$ cat src/rtl/binop_sched.sv
// rtl/binop_sched.sv - two-requester round-robin scheduler sharing one binary-operator unit
module binop_sched #(
    parameter int SIZE = 8
) (
    input  logic            clk,
    input  logic            rst_n,
    input  logic            req0_valid,
    output logic            req0_ready,
    input  logic [3:0]      req0_op,
    input  logic            req0_signed,
    input  logic [SIZE-1:0] req0_a,
    input  logic [SIZE-1:0] req0_b,
    input  logic            req1_valid,
    output logic            req1_ready,
    input  logic [3:0]      req1_op,
    input  logic            req1_signed,
    input  logic [SIZE-1:0] req1_a,
    input  logic [SIZE-1:0] req1_b,
    output logic            rsp_valid,
    input  logic            rsp_ready,
    output logic            rsp_id,
    output logic [SIZE-1:0] rsp_data,
    output logic            rsp_flag,
    output logic            busy
);

    localparam logic [3:0] OP_ADD  = 4'd0;
    localparam logic [3:0] OP_SUB  = 4'd1;
    localparam logic [3:0] OP_SHL  = 4'd2;
    localparam logic [3:0] OP_SHR  = 4'd3;
    localparam logic [3:0] OP_MUL  = 4'd4;
    localparam logic [3:0] OP_AND  = 4'd5;
    localparam logic [3:0] OP_XOR  = 4'd6;
    localparam logic [3:0] OP_OR   = 4'd7;
    localparam logic [3:0] OP_LT   = 4'd8;
    localparam logic [3:0] OP_LTE  = 4'd9;
    localparam logic [3:0] OP_GT   = 4'd10;
    localparam logic [3:0] OP_GTE  = 4'd11;
    localparam logic [3:0] OP_EQ   = 4'd12;
    localparam logic [3:0] OP_NEQ  = 4'd13;
    localparam logic [3:0] OP_LAND = 4'd14;
    localparam logic [3:0] OP_LOR  = 4'd15;

    typedef enum logic [1:0] {
        S_IDLE = 2'd0,
        S_EXEC = 2'd1,
        S_RESP = 2'd2
    } state_t;

    state_t          r_state;
    logic            r_ptr;
    logic            r_id;
    logic            r_rsp_valid;
    logic            r_busy;
    logic [SIZE-1:0] r_rsp_data;
    logic            r_rsp_flag;
    logic [SIZE-1:0] r_acc;
    logic [SIZE-1:0] r_mcand;
    logic [SIZE-1:0] r_mplier;
    logic [5:0]      r_cnt;

    logic            w_idle;
    logic            w_gnt0;
    logic            w_gnt1;
    logic            w_accept;
    logic [3:0]      w_op;
    logic            w_sgn;
    logic [SIZE-1:0] w_a;
    logic [SIZE-1:0] w_b;
    logic [SIZE-1:0] w_alu_data;
    logic            w_alu_flag;
    logic            w_bool;
    logic            w_is_bool;
    logic            w_shamt_big;
    logic [SIZE-1:0] w_acc_next;

    // Grant: the pointer picks the favoured requester; a lone valid always wins.
    assign w_idle   = (r_state == S_IDLE);
    assign w_gnt0   = req0_valid && (!req1_valid || !r_ptr);
    assign w_gnt1   = req1_valid && (!req0_valid ||  r_ptr);
    assign w_accept = w_idle && (w_gnt0 || w_gnt1);

    // Readies are gated by reset so they read 0 while rst_n is asserted.
    assign req0_ready = rst_n && w_idle && w_gnt0;
    assign req1_ready = rst_n && w_idle && w_gnt1;

    assign w_op  = w_gnt1 ? req1_op     : req0_op;
    assign w_sgn = w_gnt1 ? req1_signed : req0_signed;
    assign w_a   = w_gnt1 ? req1_a      : req0_a;
    assign w_b   = w_gnt1 ? req1_b      : req0_b;

    // Single-cycle operator datapath evaluated on the granted payload.
    always_comb begin
        w_alu_data  = '0;
        w_bool      = 1'b0;
        w_is_bool   = 1'b0;
        w_shamt_big = (33'(w_b) >= 33'(SIZE));
        case (w_op)
            OP_ADD:  w_alu_data = w_a + w_b;
            OP_SUB:  w_alu_data = w_a - w_b;
            OP_SHL:  w_alu_data = w_shamt_big ? '0 : (w_a << w_b);
            OP_SHR:  w_alu_data = w_shamt_big ? '0 : (w_a >> w_b);
            OP_MUL:  w_alu_data = '0;
            OP_AND:  w_alu_data = w_a & w_b;
            OP_XOR:  w_alu_data = w_a ^ w_b;
            OP_OR:   w_alu_data = w_a | w_b;
            OP_LT: begin
                w_is_bool = 1'b1;
                w_bool    = w_sgn ? ($signed(w_a) <  $signed(w_b)) : (w_a <  w_b);
            end
            OP_LTE: begin
                w_is_bool = 1'b1;
                w_bool    = w_sgn ? ($signed(w_a) <= $signed(w_b)) : (w_a <= w_b);
            end
            OP_GT: begin
                w_is_bool = 1'b1;
                w_bool    = w_sgn ? ($signed(w_a) >  $signed(w_b)) : (w_a >  w_b);
            end
            OP_GTE: begin
                w_is_bool = 1'b1;
                w_bool    = w_sgn ? ($signed(w_a) >= $signed(w_b)) : (w_a >= w_b);
            end
            OP_EQ: begin
                w_is_bool = 1'b1;
                w_bool    = (w_a == w_b);
            end
            OP_NEQ: begin
                w_is_bool = 1'b1;
                w_bool    = (w_a != w_b);
            end
            OP_LAND: begin
                w_is_bool = 1'b1;
                w_bool    = (|w_a) && (|w_b);
            end
            OP_LOR: begin
                w_is_bool = 1'b1;
                w_bool    = (|w_a) || (|w_b);
            end
            default: w_alu_data = '0;
        endcase
        if (w_is_bool) begin
            w_alu_data    = '0;
            w_alu_data[0] = w_bool;
        end
        w_alu_flag = w_is_bool ? w_bool : (w_alu_data == '0);
    end

    // One shift-add step: add the shifted multiplicand when the current multiplier bit is set.
    always_comb begin
        w_acc_next = r_acc + (r_mplier[0] ? r_mcand : '0);
    end

    // Scheduler FSM: arbitrate and latch in IDLE, iterate mul in EXEC, hold the response in RESP.
    always_ff @(posedge clk or negedge rst_n) begin
        if (!rst_n) begin
            r_state     <= S_IDLE;
            r_ptr       <= 1'b0;
            r_id        <= 1'b0;
            r_rsp_valid <= 1'b0;
            r_busy      <= 1'b0;
            r_rsp_data  <= '0;
            r_rsp_flag  <= 1'b0;
            r_acc       <= '0;
            r_mcand     <= '0;
            r_mplier    <= '0;
            r_cnt       <= '0;
        end else begin
            case (r_state)
                S_IDLE: begin
                    if (w_accept) begin
                        r_id     <= w_gnt1;
                        r_ptr    <= ~w_gnt1;
                        r_busy   <= 1'b1;
                        r_mcand  <= w_a;
                        r_mplier <= w_b;
                        if (w_op == OP_MUL) begin
                            r_state <= S_EXEC;
                            r_acc   <= '0;
                            r_cnt   <= 6'(SIZE - 1);
                        end else begin
                            r_state     <= S_RESP;
                            r_rsp_valid <= 1'b1;
                            r_rsp_data  <= w_alu_data;
                            r_rsp_flag  <= w_alu_flag;
                        end
                    end
                end
                S_EXEC: begin
                    r_acc    <= w_acc_next;
                    r_mcand  <= r_mcand << 1;
                    r_mplier <= r_mplier >> 1;
                    if (r_cnt == 6'd0) begin
                        r_state     <= S_RESP;
                        r_rsp_valid <= 1'b1;
                        r_rsp_data  <= w_acc_next;
                        r_rsp_flag  <= (w_acc_next == '0);
                    end else begin
                        r_cnt <= r_cnt - 6'd1;
                    end
                end
                S_RESP: begin
                    if (rsp_ready) begin
                        r_state     <= S_IDLE;
                        r_rsp_valid <= 1'b0;
                        r_busy      <= 1'b0;
                    end
                end
                default: begin
                    r_state     <= S_IDLE;
                    r_rsp_valid <= 1'b0;
                    r_busy      <= 1'b0;
                end
            endcase
        end
    end

    assign rsp_valid = r_rsp_valid;
    assign rsp_id    = r_id;
    assign rsp_data  = r_rsp_data;
    assign rsp_flag  = r_rsp_flag;
    assign busy      = r_busy;

endmodule

$ cat config.mk
export PLATFORM = sky130hd
export DESIGN_NAME = binop_sched
export DESIGN_NICKNAME = d
export VERILOG_FILES = /design/src/rtl/binop_sched.sv
export SDC_FILE = /design/constraint.sdc
export NUM_CORES = 1
export LEC_CHECK = 0
export CAP_MARGIN = 25
export CORE_MARGIN = 5
export CORE_UTILIZATION = 50
export CTS_CLUSTER_DIAMETER = 200
export DETAILED_ROUTE_END_ITERATION = 8
export GPL_TIMING_DRIVEN = 0
export PLACE_DENSITY = 0.72
export SYNTH_ARGS = -nofsm -noshare
export SYNTH_HDL_FRONTEND = slang
export SYNTH_SLANG_ARGS = --single-unit
$ cat constraint.sdc
create_clock -name clk -period 4.25 [get_ports clk]
set_input_delay 0.85 -clock clk [delete_from_list [all_inputs] [get_ports clk]]
set_output_delay 0.85 -clock clk [all_outputs]
set_load 0.01 [all_outputs]
== Word level (Yosys, flattened, before mapping) ==
Index checks and enable logic that the tools add are counted.
Storage, ports and cells
  bits in registers: 45
  input bits: 47
  output and inout port bits: 14
  logic and storage cells: 134
Cells by class
  $add $sub $neg: 4
  $lt $le $gt $ge: 9
  equality and inequality tests: 25
  shift operators: 2
  muxes and demuxes: 47
  bitwise gates (word level): 5
  reductions and logical operators: 31
Operators with widths (count)
  8-bit 2-to-1 mux: 13
  8-bit one-hot mux with 2 select lines: 4
  8-bit one-hot mux with 7 select lines: 1
  4-bit == test, second input constant: 8
  8-bit OR reduction: 3
  6-bit 2-to-1 mux: 3
  8-bit adder: 2
  4-bit by 3-bit == test with 1-bit output, second input constant: 4
  8-bit >= comparator: 2
  8-bit greater-than comparator: 2
  8-bit <= comparator: 2
  8-bit logical NOT: 2
  8-bit < comparator: 2
  1-bit 2-to-1 mux: 15
  6-bit one-hot mux with 2 select lines: 1
  4-bit AND reduction: 3
  3-bit AND reduction: 3
  8-bit bitwise AND: 1
  4-bit by 2-bit == test with 1-bit output, second input constant: 2
  8-bit == test: 1
  8-bit by 4-bit >= comparator with 1-bit output, second input constant: 1
  2-bit 2-to-1 mux: 4
  2-bit != test, second input constant: 4
  8-bit != test: 1
  24 further kinds: 39

== Depth between registers and ports, before layout ==
  depth after elaboration: 13
  gate-level depth with buffers: 19
  depth with buffers taken out: 15

== Worst setup path before layout ==
OpenSTA, ideal clock, no wires.
  kind: input port to flip-flop
  start point: in req0_valid
  end point: reg r_rsp_data[0] (netlist: rsp_data[0])
  library setup time: 83 ps
  arrival time: 4028 ps
  required time: 4167 ps
  slack: 139 ps
  cell stages on the path: 18
  path buffers: 4
  path through: nor2b_1 -> buf_6 -> nor2_8 -> buf_1 -> clkbuf_1 -> nand2_1 -> nand2_1 -> inv_1 -> ha_1 -> clkbuf_1 -> a21oi_1 -> nand3_1 -> a2111oi_0 -> o21ai_0 -> o41a_1 -> a211oi_1 -> o221ai_1 -> o21ai_0
On the way
  word-level cells in the longest chain between the ends: 11
  elaborated cells between the ends (all ways): 65
  those cells by class: add/sub: 2; order compare: 9; eq/ne: 19; shift: 2; mux: 17; bitwise: 3; reduce/logical: 13
RTL lines
  from (decl): RTL line 7  | input logic req0_valid,
  1-bit logical NOT: RTL line 80  | assign w_gnt1 = req1_valid && (!req0_valid || r_ptr);
  1-bit logical OR: RTL line 80
  1-bit logical AND: RTL line 80
  8-bit 2-to-1 mux, or another cell as far along: RTL line 89  | assign w_a = w_gnt1 ? req1_a : req0_a;
  8-bit >= comparator, or another cell as far along: RTL line 121  | w_bool = w_sgn ? ($signed(w_a) >= $signed(w_b)) : (w_a >= w_b);
  1-bit 2-to-1 mux, or another cell as far along: RTL line 121
  1-bit one-hot mux with 8 select lines, or another cell as far along: RTL line 98  | case (w_op)
  8-bit 2-to-1 mux: RTL line 141  | if (w_is_bool) begin
  8-bit 2-to-1 mux: RTL line 176  | if (w_op == OP_MUL) begin
  8-bit 2-to-1 mux: RTL line 170  | if (w_accept) begin
  8-bit one-hot mux with 2 select lines: RTL line 168  | case (r_state)
  to (signal assigned): RTL line 183  | r_rsp_data <= w_alu_data;
  to (signal assigned): RTL line 195  | r_rsp_data <= w_acc_next;
  to (decl): RTL line 55  | logic [SIZE-1:0] r_rsp_data;
Several ways; a longest one is shown, not always the timed one. The select of a mux whose other input is x is not followed.
A chain may end at the register's enable or synchronous reset.

== Worst setup path in the final report ==
  start point: in req0_valid
  end point: reg r_rsp_data[6] (netlist: rsp_data[6])
On the way
  word-level cells in the longest chain between the ends: 11
  elaborated cells between the ends (all ways): 45
  those cells by class: add/sub: 2; order compare: 1; eq/ne: 17; shift: 2; mux: 11; bitwise: 3; reduce/logical: 9
RTL lines
  1-bit logical NOT: RTL line 80
  1-bit logical OR: RTL line 80
  1-bit logical AND: RTL line 80
  8-bit 2-to-1 mux, or another cell as far along: RTL line 90  | assign w_b = w_gnt1 ? req1_b : req0_b;
  8-bit by 4-bit >= comparator with 1-bit output, or another cell as far along: RTL line 97  | w_shamt_big = (33'(w_b) >= 33'(SIZE));
  8-bit 2-to-1 mux, or another cell as far along: RTL line 102  | OP_SHR: w_alu_data = w_shamt_big ? '0 : (w_a >> w_b);
  8-bit one-hot mux with 7 select lines / 1-bit 2-to-1 mux (equally long branches): RTL line 98
  8-bit 2-to-1 mux: RTL line 141
  8-bit 2-to-1 mux: RTL line 176
  8-bit 2-to-1 mux: RTL line 170
  8-bit one-hot mux with 2 select lines: RTL line 168
Several ways; a longest one is shown, not always the timed one. The select of a mux whose other input is x is not followed.

==> results.md <==
- The run finished with clean final reports.
- The global router's overall resource usage is 30.4%.
- Grouping stages by cell kind, the critical path spends the most delay in compound AO/OA/AOI/OAI gates.
- The most frequent cell on the critical path is buf_6.
- The cell sitting at the root of the clock tree is a clkbuf_8.
- The core footprint is 0.0104 mm².
- The count of buffering cells on the critical path with inverters included is 4.
- The async set-reset flop share out of synthesis is 100%.
- After detailed routing, the wire length on met1 is 8630 µm.
- The biggest area consumer among synthesized cells is dfrtp_1.
- The H-tree was split into 2 levels.
- Across all hold checks on the routed design, the worst slack comes to 0.456 ns.
- The detailed router finished its first iteration with 829 violations.
- For the worst setup path, the data arrival time is 4.35 ns.
- The share of total power dissipated in combinational logic is 61.8%.
- The worst-case headroom to the max-slew limit is 33.4%.
- The number of antenna violations at the first check in global routing is 0.
- The final max-slew violation count is 0.
- The TritonCTS clock tree is built.
- The final instance area is 0.00645 mm².
- The total global routing overflow is 0.
- The count of nets left with antenna violations once routing finished came out at 0.
- The number of iterations in the first detailed-routing pass is 9.
- Internal power comes to 1.58 mW.
- The pin count of the biggest net entering global routing is 31.
- The die covers 0.0129 mm².
- Once placement completed, the tool counted placed cells totaling 866.
- The worst setup path is of the in -> reg kind.
- The HPWL after detailed placement is 15700 µm.
- The setup slack of the critical path after layout is 0.0956 ns.
- CTS saw 45 sinks.
- On the critical path, the stage with the largest delay is an instance of fa_1.
- The aggregate negative setup slack is 0 ns.
- The largest vdd supply drop is 0.349 mV.
- The part of the power in registers is 27.0%.
- The routed design has 19900 µm of wire.
- After synthesis the cells add up to 0.00537 mm².
- In this run the power density over the cells is 458 mW/mm².
- The standby leakage power is 2.69 nW.
- In the final design database the tool counted 820 nets.
- The floorplan die width is 114 µm.
- The most common cell in the netlist is nand2_1.
- The commonest cells after synthesis are nand2_1 (83), dfrtp_1 (45), o21ai_0 (43).
- Dividing the detail-routed via count by the number of cells gives 6.82.
- The total of fill cells in the finished design is 945.
- Derived from the worst setup path, the maximum achievable clock frequency is 241 MHz.
- The minimum clock period after layout is 4.15 ns.
- The final weighted congestion in routability-driven placement is 1.05.
- The final routed wire length divided by cell count is 22.8 µm.
- The maximum single-stage delay on the critical path is 0.43 ns.
- The kind of start point of the critical path is a primary input.
- Summed over all nets, wire length on met3 after detailed routing comes to 1870 µm.
- The number of max-cap violations is 0.
- Synthesis produced a netlist with a net count of 752.
- In this run the worst path has a maximum fanout of 10.
- Clock-pin slew was measured on the worst setup and hold paths at 0.09 ns.
- The share of total power dissipated in the clock network is 11.2%.
- The total cell area at the placement stage is 0.00616 mm².
- After synthesis, the mean cell area works out to 8.03 µm².
- The count of mapped cells out of synthesis is 669.
- Traced cell by cell, the critical path runs through dlygate4sd2_1 -> nand2b_1 -> buf_6 -> buf_6 -> buf_6 -> nand3_1 -> and2_2 -> ha_1 -> fa_1 -> nand3b_1 -> nand2_1 -> a221oi_2 -> a221oi_1 -> a21oi_1 -> a211oi_2 -> o21ai_1 -> mux2_2.
- The first global-routing pass estimated 31200 µm of wire.
- The die is 114 µm tall.
- The vias after detailed routing is 5964.
- The critical path endpoint category is a flip-flop.
- The dominant synthesized flop cell is dfrtp_1.
- The register bit total from synthesis is 45.
- The sequential area share after synthesis is 21.0%.
- The clock latency of the later-clocked register in the worst-skew pair is 0.31 ns.
- The routed length on met2 is 8750 µm.
- By area the synthesized netlist is led by dfrtp_1 (21%), ha_1 (7.7%), nand2_1 (5.8%), a22oi_1 (4.1%), o21ai_0 (4.0%).
- The number of antenna diodes in the final layout is 0.
- The analysis attributes to net switching a power of 1.37 mW.
- The number of setup violations in the final report is 0.
- The synthesized design devotes to its leading area cell type 21.0% of total area.
- The count of final hold-check violations came to 0.
- The required time of the critical path is 4.45 ns.
- The share of the clock period used by the worst path after layout is 97.8%.
- The area growth from synthesis to layout is 20.1%.
- The total number of placement rows is 37.
- The synthesized design contains 0 enable-type register cells.
- The TritonCTS buffer count is 5.
- The DRC violations left is 0.
- The proportion of layout cells with a drive suffix above 1 is 14.6%.
- For the pin with the worst max-slew slack, the measured transition is 0.988 ns.
- For this design the top-level I/O count stands at 61.
- The number of buffers on the longest clock path is 2.
- In this run, distinct cell masters in the synthesized netlist total 86.
- The tightest min-delay check is of the in -> async type.
- The clock tree skew after final layout is 0.00884 ns.
- The number of global-route vias before repair is 5629.
- For this run, the number of Yosys warnings is 0.
- The setup slack at placement is -1.68 ns.
- The uppermost metal layer occupied by signal nets is met4.
- In this run switching power makes up 46.5% of total power.
- The count of non-filler cells in the finished layout is 874.
- The port buffer count is 60.
- The starting density of the core is 51.6%.
==> metal layers <==
layer | up-vias | track usage (%)
met5 | - | 0
met4 | 0 | 9.54
met3 | 53 | 5.84
met2 | 372 | 46.6
met1 | 2882 | 43.1
li1 | 2657 | -
==> worst register-to-register path: stages (launching register included) <==
cell and delay (ns):
dfrtp_1 0.44, nand2b_1 0.21, buf_6 0.17, nand2_4 0.09, buf_6 0.17, buf_8 0.19, nand2_1 0.07, nand2_1 0.17
inv_1 0.09, ha_2 0.38, a21oi_1 0.23, nand3_1 0.13, a2111oi_2 0.46, o21ai_0 0.15, o41a_1 0.17, a211oi_4 0.37
o221ai_1 0.16, o21ai_0 0.09
==> metrics by stage <==
stage,power (mW),util (%)
detailed placement,2.47,59.1
floorplan,1.90,-
global route,3.15,61.9
CTS,2.86,60.9
finish,2.95,61.9
global placement,2.42,59.0
==> final timing paths <==
kind                                      startpoint                      end  slack (ns)  cells after the start
worst max-delay path                      req0_valid  rsp_data[6]$_DFFE_PN0P_         0.1                     17
worst min-delay path                           rst_n  r_mplier[6]$_DFFE_PN0P_        0.46                      1
worst max register to register     r_ptr$_DFFE_PN0P_  rsp_data[0]$_DFFE_PN0P_        0.44                     17
worst min register to register  r_acc[3]$_DFFE_PN0P_     r_acc[3]$_DFFE_PN0P_        0.49                      2
max in group asynchronous                      rst_n  rsp_data[3]$_DFFE_PN0P_        3.29                      2
min in group clk                r_acc[3]$_DFFE_PN0P_     r_acc[3]$_DFFE_PN0P_        0.49                      2
==> logic make-up (layout without fill, tap and decap cells) <==
logic type      Yosys count  after routing  synth area share (%)
compound gates          215            215                  29.4
flops                    45             45                  21.0
buf+inv                  73            142                  6.29
simple gates            249            249                  24.5
fa+ha+maj                36             36                  8.81
mux                      37             37                  7.73
xor+xnor                 14             14                  2.28
==> power groups by stage <==
stage               Sequential, mW  Clock, mW  Combinational, mW
floorplan                    0.777          0               1.12
global placement             0.782          0               1.64
detailed placement           0.799          0               1.67
CTS                          0.793      0.332               1.73
global route                 0.822      0.354               1.98
finish                       0.798      0.332               1.82
==> final cells by class <==
| type | instances | area, µm² | share of cell area [%] |
|---|---|---|---|
| plain buffers | 34 | 223 | 3.45 |
| clock buffers | 6 | 72.6 | 1.13 |
| clock inverters | 2 | 38.8 | 0.601 |
| inverters | 35 | 134 | 2.08 |
| multi-input cells | 551 | 4040 | 62.7 |
| flip-flops and latches | 45 | 1130 | 17.5 |
| well taps | 136 | 170 | 2.64 |
| repair buffers | 65 | 643 | 9.97 |
==> timing repair <==
item / CTS / global route
buffers inserted: 2 / 2
endpoints found under the setup margin: 10 / 6
endpoints found under the hold margin: 0 / 0
gates resized for setup: 28 / 21
pin swaps: 3 / 2
hold buffers: 0 / 0
==> state kept, by name, indices dropped and copies added, names as in the netlist <==
name       count
r_cnt          6
r_state        2
r_mplier       8
rsp_valid      1
rsp_data       8
busy           1
r_acc          8
rsp_flag       1
r_mcand        8
r_ptr          1
rsp_id         1
==> cells in the final DEF, fill, tap and decap left out, types with 12 or more instances in the layout <==
| cell type | instances |
|---|---|
| a22oi_1 | 29 |
| nor2_1 | 36 |
| mux2i_1 | 21 |
| mux2_2 | 13 |
| o21ai_0 | 41 |
| clkbuf_1 | 14 |
| ha_1 | 29 |
| and2_1 | 15 |
| inv_1 | 31 |
| nand2_1 | 80 |
| nand4_1 | 15 |
| nand2b_1 | 12 |
| a21oi_1 | 30 |
| nand3_1 | 14 |
| clkdlybuf4s50_1 | 57 |
| dfrtp_1 | 45 |
Power figures use the tool's default switching activity.
